==> config.mk <==
export PLATFORM = sky130hd
export DESIGN_NAME = dmem_mmio
export DESIGN_NICKNAME = d
export VERILOG_FILES = /design/src/rtl/dmem_mmio.sv
export SDC_FILE = /design/constraint.sdc
export NUM_CORES = 2
export LEC_CHECK = 0
export ABC_AREA = 1
export CORE_UTILIZATION = 30
export DETAILED_ROUTE_END_ITERATION = 10
export GPL_TIMING_DRIVEN = 1
export HOLD_SLACK_MARGIN = 0.1
export PLACE_DENSITY_LB_ADDON = 0.2
export SKIP_LAST_GASP = 1
export SLEW_MARGIN = 20
export SYNTH_ARGS = -nofsm -noshare
export SYNTH_HDL_FRONTEND = slang
export SYNTH_SLANG_ARGS = --single-unit
export TNS_END_PERCENT = 100
==> constraint.sdc <==
create_clock -name clk -period 2.8 [get_ports clk]
set_input_delay 0.7 -clock clk [delete_from_list [all_inputs] [get_ports clk]]
set_output_delay 0.7 -clock clk [all_outputs]
set_load 0.01 [all_outputs]
==> src/rtl/dmem_mmio.sv <==
// Data memory with memory-mapped LED, cycle counter and debug TX FIFO.
// Ports: clk, reset (async, active-high); CPU side MemWrite/ALUresult/WriteData -> ReadData;
//        led[7:0]; debug stream dbg_data/dbg_valid out, dbg_ready in.
module dmem_mmio #(
    parameter int RAM_WORDS  = 64,
    parameter int FIFO_DEPTH = 4
) (
    input  logic        clk,
    input  logic        reset,
    input  logic        MemWrite,
    input  logic [31:0] ALUresult,
    input  logic [31:0] WriteData,
    output logic [31:0] ReadData,
    output logic [7:0]  led,
    output logic [7:0]  dbg_data,
    output logic        dbg_valid,
    input  logic        dbg_ready
);

    localparam int AW = $clog2(RAM_WORDS);
    localparam int PW = $clog2(FIFO_DEPTH);
    localparam int CW = PW + 1;

    // MMIO word addresses (byte address >> 2)
    localparam logic [29:0] LED_A = 30'h3FFF_C000;
    localparam logic [29:0] CYC_A = 30'h3FFF_C001;
    localparam logic [29:0] TX_A  = 30'h3FFF_C002;
    localparam logic [29:0] ST_A  = 30'h3FFF_C003;

    logic [31:0]   ram [RAM_WORDS];
    logic [7:0]    fifo [FIFO_DEPTH];
    logic [PW-1:0] rd_ptr;
    logic [PW-1:0] wr_ptr;
    logic [CW-1:0] count;
    logic [31:0]   cycles;
    logic          overflow;

    logic          is_ram, is_led, is_cyc, is_tx, is_st;
    logic [AW-1:0] idx;
    logic          full, empty, pop, push, tx_wr, ovf_set, ovf_clr;
    logic [3:0]    count4;
    logic [31:0]   status;
    logic          unused_bits;

    // Byte offset inside a word never matters.
    assign unused_bits = ^ALUresult[1:0];

    assign is_ram = (ALUresult[31:16] == 16'h0);
    assign is_led = (ALUresult[31:2] == LED_A);
    assign is_cyc = (ALUresult[31:2] == CYC_A);
    assign is_tx  = (ALUresult[31:2] == TX_A);
    assign is_st  = (ALUresult[31:2] == ST_A);
    assign idx    = ALUresult[2 +: AW];

    assign full    = (count == CW'(FIFO_DEPTH));
    assign empty   = (count == '0);
    assign pop     = !empty && dbg_ready;
    assign tx_wr   = MemWrite && is_tx;
    // A pop frees a slot in the same cycle, so a full FIFO can still accept.
    assign push    = tx_wr && (!full || pop);
    assign ovf_set = tx_wr && full && !pop;
    assign ovf_clr = MemWrite && is_st && WriteData[6];

    assign count4 = 4'(count);
    assign status = {25'h0, overflow, count4, empty, full};

    // FIFO storage is not reset; output is gated so reset shows zero.
    assign dbg_valid = !empty;
    assign dbg_data  = empty ? 8'h00 : fifo[rd_ptr];

    always_comb begin
        ReadData = 32'h0;
        unique case (1'b1)
            is_ram:  ReadData = ram[idx];
            is_led:  ReadData = {24'h0, led};
            is_cyc:  ReadData = cycles;
            is_st:   ReadData = status;
            default: ReadData = 32'h0;
        endcase
    end

    // RAM and FIFO slots hold no reset; writes during reset are dropped.
    always_ff @(posedge clk) begin
        if (!reset && MemWrite && is_ram)
            ram[idx] <= WriteData;
        if (!reset && push)
            fifo[wr_ptr] <= WriteData[7:0];
    end

    always_ff @(posedge clk or posedge reset) begin
        if (reset) begin
            led      <= 8'h0;
            cycles   <= 32'h0;
            rd_ptr   <= '0;
            wr_ptr   <= '0;
            count    <= '0;
            overflow <= 1'b0;
        end else begin
            if (MemWrite && is_led)
                led <= WriteData[7:0];
            if (MemWrite && is_cyc)
                cycles <= 32'h0;
            else
                cycles <= cycles + 32'h1;
            if (push)
                wr_ptr <= wr_ptr + PW'(1);
            if (pop)
                rd_ptr <= rd_ptr + PW'(1);
            if (push && !pop)
                count <= count + CW'(1);
            else if (pop && !push)
                count <= count - CW'(1);
            // Set wins over a same-cycle clear.
            overflow <= (overflow && !ovf_clr) || ovf_set;
        end
    end

endmodule

==> results.md <==
- Status: complete, but fails checks
- Failing checks: setup timing
- Total GRT Usage: 0.199
- ANT nets after route: 0
- Seq/Total Area, Yosys: 0.685
- Final setup viols: 34
- TritonCTS clock tree: yes
- Post-synth EDFFs: about 2100
- Vias: about 65000
- Synthesis Warnings: 0
- 1st-iter DRT viols: between 5000 and 6000
- Ports: 117
- HP Class: primary input to register
- Remaining DRCs: 0
- Ys flop type: edfxtp_1
- Die width: 559 microns
- R2R Path Start: count[2]$_DFFE_PP0P_
- DR WL/cell: 22.2 microns
- Hold Crit Start: WriteData[22]
- Layout net count: 10100
- Post-Syn Area per Cell: 10.3 sq um
- Max IR drop VDD: 0.470 mV
- CP max stage cell: or2_1
- RSZ-0062 raised after global routing: yes
- Max-cap violations: 0
- Final period util: 1.30
- Total Neg Setup Slack: -23.57 ns
- Max Fanout on Critical Path: 9
- Final Critical Period: approximately 3.6 ns
- Starting density of the core: 0.303
- Core Rows: approximately 200
- Worst setup SP type: primary input
- DP Wirelength: between 150000 and 200000 microns
- Number of synthesized register bits: 2128
- Clk sinks: 2128
- Core area: 307000 sq um
- Bufs on Longest Clock Path: 4
- Vias/cell: 4.55
- Placed inst area: between 100000 and 150000 sq um
- Yosys cell types: 38
- Crit path largest cell delay: 0.20 ns
- Top delay family on crit path: buffers and inverters
- Setup Skew: 0.0255 ns
- Hold EP: ram[9][22]$_DFFE_PP_
- Layout cells sized above 1: 0.196
- CP Class: primary input to output port
- First-pass GRT wire length: 449000 microns
- Root Buffer: clkbuf_16
- Largest net degree at the start of global routing: 70
- Worst-path clk slew: 0.06 ns
- Reg2reg path depth: 12
- Final Slew Violations: 0
- Hold path cells: 1
- Routability Congestion: 0.860
- Synth async-reset ratio: 0.0226
- Synth-to-Final Area Change: 28.2%
- F_max: approximately 270 MHz
- Req. time, crit path: ~2.1 ns
- Cells after synthesis: 9049
- Crit Reg-Reg Endpoint: count[2]$_DFFE_PP0P_
- Total CTS buffers: 238
- Least-Margin Pin Slew: 0.882 ns
- Vias in the first global route: 62400
- IO buf count: 114
- Initial antenna violation count: 17
- GR Overflow Total: 0
- Mapped Nets: 9124
- Pwr/cell area: 608 nW/um^2
- Die H: 559 microns
- Fin. Hold Viols: 0
- Synth Cell Area: 92900 sq um
- CP most frequent cell: nand2_2
- Arrival @ worst endpoint: 2.94 ns
- CP Cell Sequence: buf_16 -> clkinv_16 -> buf_6 -> buf_12 -> buf_12 -> buf_16 -> buf_8 -> or2_1 -> nand2_1 -> nand2_2 -> o21ai_2 -> nand2_2 -> nor2_2 -> buf_6 -> nand2_4 -> nand2_2 -> nand2_2 -> buf_2
- Final worst slack: -0.844 ns
- CP endpoint kind: output port
- H-tree levels: 4
- Pleak: 0.0514 uW
- R2R setup slack: ~0.40 ns
- Clk_lat worst skew: 0.88 ns
- Total routed wirelength: 317000 microns
- Rel. slew slack: 0.412
- Die Area: between 300000 and 400000 sq um
- Critical path buffers and inverters: 9
- Drt pass-1 iters: 5
- Design Area, Final: 119000 sq um
-- what timing repair did --
| action | CTS | global route |
|---|---|---|
| resized for setup | 667 | 470 |
| setup buffers | 86 | 86 |
| hold buffers | 1 | 0 |
| endpoints found under the setup margin | 300 | 41 |
| gates cloned | 25 | 15 |
| pin swaps | 132 | 191 |
| endpoints found under the hold margin | 1 | 0 |
-- worst max path at each step --
stage                  start                   end  slack [ns]  depth (start not counted)
6_report        ALUresult[2]          ReadData[15]       -0.84                         18
5_1_grt         ALUresult[2]          ReadData[15]       -0.91                         18
4_1_cts         ALUresult[2]          ReadData[13]       -0.98                         17
3_5_place_dp    ALUresult[4]           ReadData[0]       -2.33                         16
3_3_place_gp    ALUresult[4]           ReadData[0]       -2.43                         16
2_1_floorplan  ALUresult[29]  ram[12][0]$_DFFE_PP_       -0.16                          7
-- logic make-up (layout without fill, tap and decap cells) --
logic type | after synthesis | after routing | share of synthesized area
buf+inv | 2310 | 3446 | 0.103
fa+ha+maj | 7 | 7 | 0.00102
mux | 1 | 1 | 0.000121
compound gates | 336 | 336 | 0.0190
other cells | 0 | 8 | 0
flops | 2128 | 2128 | 0.685
simple gates | 4244 | 4244 | 0.190
xor+xnor | 23 | 23 | 0.00217
-- report_power, final --
group	switching, uW	internal (uW)
sequential	54.2	35000
clock	13000	18100
combinational	3870	2460
-- cells in the final DEF, fill, tap and decap left out, types with 31 or more instances in the layout --
cell | synthesis | final
clkinv_2 | 0 | 46
nand2_2 | 3 | 131
clkbuf_16 | 0 | 254
nor2_4 | 3 | 112
o21ai_0 | 259 | 82
edfxtp_1 | 2080 | 2080
inv_1 | 1922 | 1919
o21ai_2 | 0 | 98
o21ai_1 | 29 | 77
nand3_1 | 978 | 937
buf_4 | 52 | 545
clkinv_1 | 2 | 58
dfrtp_1 | 48 | 45
clkdlybuf4s50_1 | 0 | 35
nand3_2 | 0 | 39
nor2_1 | 318 | 190
nand2_4 | 0 | 45
o21ai_4 | 0 | 31
or2_2 | 107 | 100
nand2_1 | 2762 | 2583
buf_12 | 0 | 251
buf_16 | 0 | 45
o211ai_1 | 32 | 32
buf_6 | 62 | 101
clkbuf_1 | 63 | 46
buf_2 | 187 | 52
-- flip-flops by register name, summed over array words and instances (netlist names) --
name / flops
ram: 2048
cycles: 32
fifo: 32
led: 8
count: 3
rd_ptr: 2
wr_ptr: 2
overflow: 1
-- cell usage after synthesis, types with 2 or more instances --
cell type,number,area (sq um)
nor4_1,5,31.3
nand3_1,978,4890
o211ai_1,32,240
edfxtp_1,2080,62500
or2_2,107,669
nand2_2,3,18.8
o21ai_1,29,145
nand4_1,10,62.6
nor2_1,318,1190
clkbuf_1,63,236
buf_2,187,936
inv_2,8,30.0
buf_6,62,698
clkinv_1,2,7.51
nand3b_1,2,15.0
ha_1,6,75.1
buf_4,52,390
inv_1,1922,7210
xor2_1,15,131
xnor2_1,8,70.1
nand2_1,2762,10400
nor3_2,4,40.0
buf_1,13,48.8
o21ai_0,259,1300
dfrtp_1,48,1200
or2_1,17,106
nor3_1,31,155
nor2_2,2,12.5
nor2_4,3,33.8
a21oi_1,13,65.1
-- area by class of cell --
| class | instances | area (sq um) |
|---|---|---|
| timing repair buffer | 1083 | 13100 |
| tap | 4100 | 5130 |
| clock inverter | 139 | 1360 |
| inverter | 1932 | 7300 |
| multi-input combinational | 4611 | 22300 |
| antenna | 8 | 20.0 |
| clock buffer | 291 | 6250 |
| fill | 29700 | 188000 |
| sequential | 2128 | 63700 |
| timing repair inverter | 1 | 11.3 |
-- stage by stage --
stage | hold slack [ns] | total power (uW) | cells | util | setup WS [ns]
after global placement | 0.484 | 40800 | 13700 | 0.346 | -2.43
after floorplan | 0.468 | 37800 | 9049 | - | -0.161
after detailed placement | 0.490 | 40800 | 13700 | 0.346 | -2.33
final | 0.259 | 72500 | 14300 | 0.388 | -0.844
after CTS | 0.202 | 72500 | 14200 | 0.381 | -0.979
after global routing | 0.201 | 74600 | 14300 | 0.388 | -0.912
-- routing by layer --
metal | track usage | vias up | wire length [microns]
li1 | - | 30700 | -
met3 | 0.0227 | 398 | 16500
met4 | 0.0529 | 2 | 9750
met1 | 0.278 | 32200 | 143000
met2 | 0.327 | 1826 | 148000
met5 | 0 | - | 13
(Power assumes the default switching activity.)
